## src/rtl/mc_core_irq.sv

```systemverilog
// Multicycle MIPS core: datapath plus control FSM on one shared memory port,
// with wait-state handshake, vectored interrupt entry / eret and an illegal-opcode flag.
module mc_core_irq #(
  parameter logic [31:0] RESET_PC   = 32'h0000_0000,
  parameter logic [31:0] INT_VECTOR = 32'hFFFF_FFFC,
  parameter bit          IRQ_EN     = 1'b1
) (
  input  logic        clk,
  input  logic        rst_n,
  output logic [31:0] mem_addr,
  output logic [31:0] mem_wdata,
  output logic        mem_req,
  output logic        mem_we,
  input  logic        mem_ready,
  input  logic [31:0] mem_rdata,
  input  logic        irq,
  output logic        irq_ack,
  output logic        illegal,
  output logic [31:0] pc
);
  typedef enum logic [3:0] {
    FETCH, DECODE, MEMADR, MEMRD, MEMWB, MEMWR, EXEC, ALUWB,
    ADDIEX, ADDIWB, BRANCH, JUMP, ERET, IRQ
  } state_t;

  localparam logic [5:0] OP_R = 6'h00, OP_LW = 6'h23, OP_SW = 6'h2B, OP_BEQ = 6'h04;
  localparam logic [5:0] OP_ADDI = 6'h08, OP_J = 6'h02, OP_ERET = 6'h10;
  localparam logic [5:0] FN_ADD = 6'h20, FN_SUB = 6'h22, FN_AND = 6'h24;
  localparam logic [5:0] FN_OR = 6'h25, FN_SLT = 6'h2A, FN_ERET = 6'h18;

  state_t      state;
  logic [31:0] pcReg, ir, aReg, bReg, aluOut, mdr, epc;
  logic        ie, fetchWait;
  logic [31:0] regs [32];

  logic [5:0]  op, funct;
  logic [4:0]  rs, rt, rd;
  logic [31:0] simm, rsVal, rtVal, aluRes, rfWd;
  logic [4:0]  rfWa;
  logic        takeIrq, functOk, rfWe;
  logic        unusedShamt;

  assign op          = ir[31:26];
  assign rs          = ir[25:21];
  assign rt          = ir[20:16];
  assign rd          = ir[15:11];
  assign funct       = ir[5:0];
  assign unusedShamt = ^ir[10:6];
  assign simm        = {{16{ir[15]}}, ir[15:0]};
  assign rsVal       = (rs == 5'd0) ? 32'h0 : regs[rs];
  assign rtVal       = (rt == 5'd0) ? 32'h0 : regs[rt];
  assign functOk     = funct inside {FN_ADD, FN_SUB, FN_AND, FN_OR, FN_SLT};

  // irq is only looked at before the fetch has started waiting
  assign takeIrq   = IRQ_EN && irq && ie && (state == FETCH) && !fetchWait;
  assign mem_req   = rst_n && (((state == FETCH) && !takeIrq) || (state == MEMRD) || (state == MEMWR));
  assign mem_we    = rst_n && (state == MEMWR);
  assign mem_addr  = (state == FETCH) ? pcReg : aluOut;
  assign mem_wdata = bReg;
  assign pc        = pcReg;

  always_comb begin
    case (funct)
      FN_ADD:  aluRes = aReg + bReg;
      FN_SUB:  aluRes = aReg - bReg;
      FN_AND:  aluRes = aReg & bReg;
      FN_OR:   aluRes = aReg | bReg;
      FN_SLT:  aluRes = {31'h0, $signed(aReg) < $signed(bReg)};
      default: aluRes = 32'h0;
    endcase
  end

  always_comb begin
    rfWe = 1'b0;
    rfWa = rt;
    rfWd = aluOut;
    case (state)
      MEMWB:   begin rfWe = 1'b1; rfWd = mdr; end
      ALUWB:   begin rfWe = 1'b1; rfWa = rd; end
      ADDIWB:  rfWe = 1'b1;
      default: ;
    endcase
  end

  always_ff @(posedge clk)
    if (rst_n && rfWe && rfWa != 5'd0) regs[rfWa] <= rfWd;

  always_ff @(posedge clk) begin
    if (!rst_n) begin
      state     <= FETCH;
      pcReg     <= RESET_PC;
      ir        <= 32'h0;
      aReg      <= 32'h0;
      bReg      <= 32'h0;
      aluOut    <= 32'h0;
      mdr       <= 32'h0;
      epc       <= 32'h0;
      ie        <= 1'b1;
      fetchWait <= 1'b0;
      irq_ack   <= 1'b0;
      illegal   <= 1'b0;
    end else begin
      irq_ack <= 1'b0;
      illegal <= 1'b0;
      case (state)
        FETCH: begin
          if (takeIrq) begin
            state   <= IRQ;
            irq_ack <= 1'b1;
          end else if (mem_ready) begin
            ir        <= mem_rdata;
            pcReg     <= pcReg + 32'd4;
            fetchWait <= 1'b0;
            state     <= DECODE;
          end else begin
            fetchWait <= 1'b1;
          end
        end
        DECODE: begin
          aReg   <= rsVal;
          bReg   <= rtVal;
          aluOut <= pcReg + (simm << 2);
          case (op)
            OP_R:         if (functOk) state <= EXEC;
                          else begin illegal <= 1'b1; state <= FETCH; end
            OP_LW, OP_SW: state <= MEMADR;
            OP_BEQ:       state <= BRANCH;
            OP_ADDI:      state <= ADDIEX;
            OP_J:         state <= JUMP;
            OP_ERET:      if (funct == FN_ERET) state <= ERET;
                          else begin illegal <= 1'b1; state <= FETCH; end
            default:      begin illegal <= 1'b1; state <= FETCH; end
          endcase
        end
        MEMADR: begin
          aluOut <= aReg + simm;
          state  <= (op == OP_LW) ? MEMRD : MEMWR;
        end
        MEMRD: if (mem_ready) begin
          mdr   <= mem_rdata;
          state <= MEMWB;
        end
        MEMWR:  if (mem_ready) state <= FETCH;
        EXEC: begin
          aluOut <= aluRes;
          state  <= ALUWB;
        end
        ADDIEX: begin
          aluOut <= aReg + simm;
          state  <= ADDIWB;
        end
        BRANCH: begin
          if (aReg == bReg) pcReg <= aluOut;
          state <= FETCH;
        end
        JUMP: begin
          pcReg <= {pcReg[31:28], ir[25:0], 2'b00};
          state <= FETCH;
        end
        ERET: begin
          pcReg <= epc;
          ie    <= 1'b1;
          state <= FETCH;
        end
        IRQ: begin
          epc   <= pcReg;
          pcReg <= INT_VECTOR;
          ie    <= 1'b0;
          state <= FETCH;
        end
        default: state <= FETCH;
      endcase
    end
  end
endmodule

```

## config.mk

```make
export PLATFORM = sky130hd
export DESIGN_NAME = mc_core_irq
export DESIGN_NICKNAME = d
export VERILOG_FILES = /design/src/rtl/mc_core_irq.sv
export SDC_FILE = /design/constraint.sdc
export NUM_CORES = 2
export LEC_CHECK = 0
export BUFFER_PORTS_ARGS = -buffer_cell sky130_fd_sc_hd__buf_2
export CAP_MARGIN = 20
export CORE_MARGIN = 10
export CORE_UTILIZATION = 50
export CTS_CLUSTER_SIZE = 12
export DETAILED_ROUTE_END_ITERATION = 10
export HOLD_SLACK_MARGIN = 0.15
export PLACE_DENSITY = 0.66
export SLEW_MARGIN = 5
export SYNTH_ARGS = -nofsm -noshare
export SYNTH_HDL_FRONTEND = slang
export SYNTH_SLANG_ARGS = --single-unit
```

## constraint.sdc

```tcl
create_clock -name clk -period 3.8 [get_ports clk]
set_clock_uncertainty 0.15 [all_clocks]
set_input_delay 0.38 -clock clk [delete_from_list [all_inputs] [get_ports clk]]
set_output_delay 0.38 -clock clk [all_outputs]
set_load 0.1 [all_outputs]
```

==> out/results.ini <==
[status]
status = finished, final reports clean

[critical_path]
cp_slowest_cell = nor3_1
critPathKind = reg2reg
worstPathArrival_ps = 4100
cp_cell_sequence = inv_1 -> ha_1 -> nor3_1 -> o21ai_1 -> a21oi_2 -> nor4b_4 -> a21oi_4 -> a21oi_2 -> o31a_1 -> a221o_1 -> a21oi_1 -> o22ai_1
cp-end-kind = flop
cp_data_required_time_ps = 4280
max_stage_delay_ps = 490
worstPathMaxFanout = 10
cp_top_family = compound AO/OA/AOI/OAI gates
path_buf_inv = 1
crit_top_cell = a21oi_2
start_kind = flop

[sta]
slew_violations = 0
worst_pin_slew_ps = 1090
tns_ps = 0
post-route-period-util_pct = 95.4
setup_viol = 0
fmax_ghz = 0.276
setup_ws_ps = 174
max_slew_margin_pct = 27.1
rsz0062_at_grt = false
hold_violations = 0
min_period_ps = 3630

[pwr]
p_clk_share_pct = 30.4
netSwitchingFraction_pct = 33.6
internal_power_mw = 28.2
total_power_mw = 42.4
peakVddDrop_v = 0.000494
power_frac_seq_pct = 39.6
p_sw_mw = 14.2
p_leak_nw = 24.6
p_per_area_nw_per_um2 = 566
comb_power_share_pct = 30.0

[global_route]
antenna_found_initial = 5
grt_max_degree = 77
grt_pass1_vias = 43388
grt_pass1_wl_mm = 310
gr-total-overflow = 0
track_usage_pct = 29.0

[floorplanning]
die_height_um = 382
dieWidth_um = 382
dieArea_um2 = 146000
rows = 132
ios = 136
start_util_pct = 50.5
core_area_um2 = 130000

[worst_hold_path]
min_path_type = in2reg

[finish]
ff_latch_area_um2 = 35600
num-fill-cells = 10104
final_common_cell = edfxtp_1
final_cell_mix = edfxtp_1 (1024), mux4_2 (640), nand2_1 (373)
multi_input_area_um2 = 28600
drive_above_1_share_pct = 28.5
areaGrowthSynthToFinish_pct = 14.3
final_cells = 6640
layout.nets = 4998
fin_util_pct = 57.7

[clock_tree]
cts_made_buffers = 139
htree_levels = 4
insertion_delay_ps = 780
clock_sinks = 1266
clk_pin_slew_ps = 60
clockBufferDepth = 3
cts-root-buf = clkbuf_16
cts_tree = yes

[synthesis]
ys.flop_type = edfxtp_1
synth_edf_count = 1024
synth_seq_cells = 1266
synth_async_sr_flop_share_pct = 0
yosysUniqueCellTypes = 110
seq_area_frac_synth_pct = 54.3
synthCells = 4517
avgSynthCellArea_um2 = 14.5
yosysWarnings = 0
netlist_area_um2 = 65500

[place]
io_buffers = 135
dp_hpwl_mm = 143
post-place-cells = 6366
gp_congestion = 0.994
pre_cts_slack_ps = 181

[route]
vias = 44433
drt_iter0_drc = 6170
drc = 0
routed_wl_mm = 215
ant_nets = 0
detail_route.first_pass.iterations = 6
wire_per_inst_um = 32.4
vias_per_cell = 6.69

[run]
maxCapViolations = 0

-- worst reg2reg max path, cell delays in order, from the launching register on --
cell and delay, ps:
dfxtp_1 380, inv_1 80, ha_1 430, nor3_1 500, o21ai_1 260, a21oi_2 250, nor4b_4 90, a21oi_4 240
a21oi_2 110, o31a_1 270, a221o_1 300, a21oi_1 300, o22ai_1 130
-- power groups by stage --
| stage | sequential (mW) | clock [mW] | combinational [mW] |
|---|---|---|---|
| after CTS | 16.7 | 13.0 | 12.5 |
| after global placement | 17.0 | 0 | 12.4 |
| after global routing | 16.8 | 13.6 | 13.4 |
| final | 16.8 | 12.9 | 12.7 |
| after detailed placement | 17.0 | 0 | 12.5 |
| after floorplan | 16.9 | 0 | 8.26 |
-- layout make-up --
class	count	area share, %
tap	1742	2.91
inverter	125	0.633
antenna	4	0.0134
clock buffer	182	5.02
multi-input combinational	2843	38.2
clock inverter	52	0.637
timing repair buffer	426	5.01
sequential	1266	47.6
-- metal layers --
metal,up-vias,wire (µm),track usage [%]
met5,-,27,0
li1,18519,-,-
met2,2603,102000,46.1
met3,479,22100,6.79
met4,4,9570,11.5
met1,22828,81400,38.6
-- registers in the layout, indices dropped and copies added (netlist names), named ones only --
signal,count
regs,1024
aReg,32
irq_ack,1
mdr,32
state,4
mem_wdata,32
fetchWait,1
illegal,1
aluOut,32
pc,32
epc,32
ie,1
ir,32
-- final timing paths --
path | end | slack [ps] | depth (start not counted) | from
worst max register to register | aluOut[20] | 170 | 12 | mem_wdata[4]
worst min register to register | mdr[30] | 300 | 2 | mdr[30]
worst max-delay path | aluOut[20] | 170 | 12 | mem_wdata[4]
worst min-delay path | ir[9] | 260 | 4 | mem_rdata[9]
-- synthesized netlist by cell type (64+ instances only) --
| cell | count | area (µm²) |
|---|---|---|
| ha_1 | 157 | 1960 |
| nand2_1 | 374 | 1400 |
| nor2_1 | 291 | 1090 |
| edfxtp_1 | 1024 | 30700 |
| o21ai_0 | 149 | 746 |
| clkbuf_1 | 208 | 781 |
| mux2i_1 | 83 | 831 |
| mux2_2 | 64 | 721 |
| a21oi_1 | 356 | 1780 |
| inv_1 | 121 | 454 |
| buf_2 | 69 | 345 |
| mux4_2 | 640 | 14400 |
| dfxtp_1 | 242 | 4840 |
-- through the flow --
stage | hold WS (ps) | instance area, µm²
2_1_floorplan | 283 | 65600
3_3_place_gp | 288 | 70300
3_5_place_dp | 296 | 70300
4_1_cts | 212 | 74800
5_1_grt | 251 | 74900
6_report | 256 | 74900
-- cells by family after synthesis --
| logic type | count (synthesis) | share of synthesized area [%] |
|---|---|---|
| AOI/OAI and AO/OA | 864 | 8.23 |
| and+or+nand+nor | 924 | 6.26 |
| buffers and inverters | 439 | 2.68 |
| xor gates and xnor gates | 73 | 0.976 |
| muxes | 788 | 24.4 |
| adders and majority gates | 162 | 3.14 |
| other | 1 | 0.00572 |
| DFF | 1266 | 54.3 |
-- what timing repair did --
action                                 4_1_cts  5_1_grt
hold buffers                                35        0
setup buffers                                0        1
resized for setup                            0        3
setup endpoints to repair                    0        2
endpoints found under the hold margin      114        0
No activity file was read; power rests on OpenSTA's default activity.
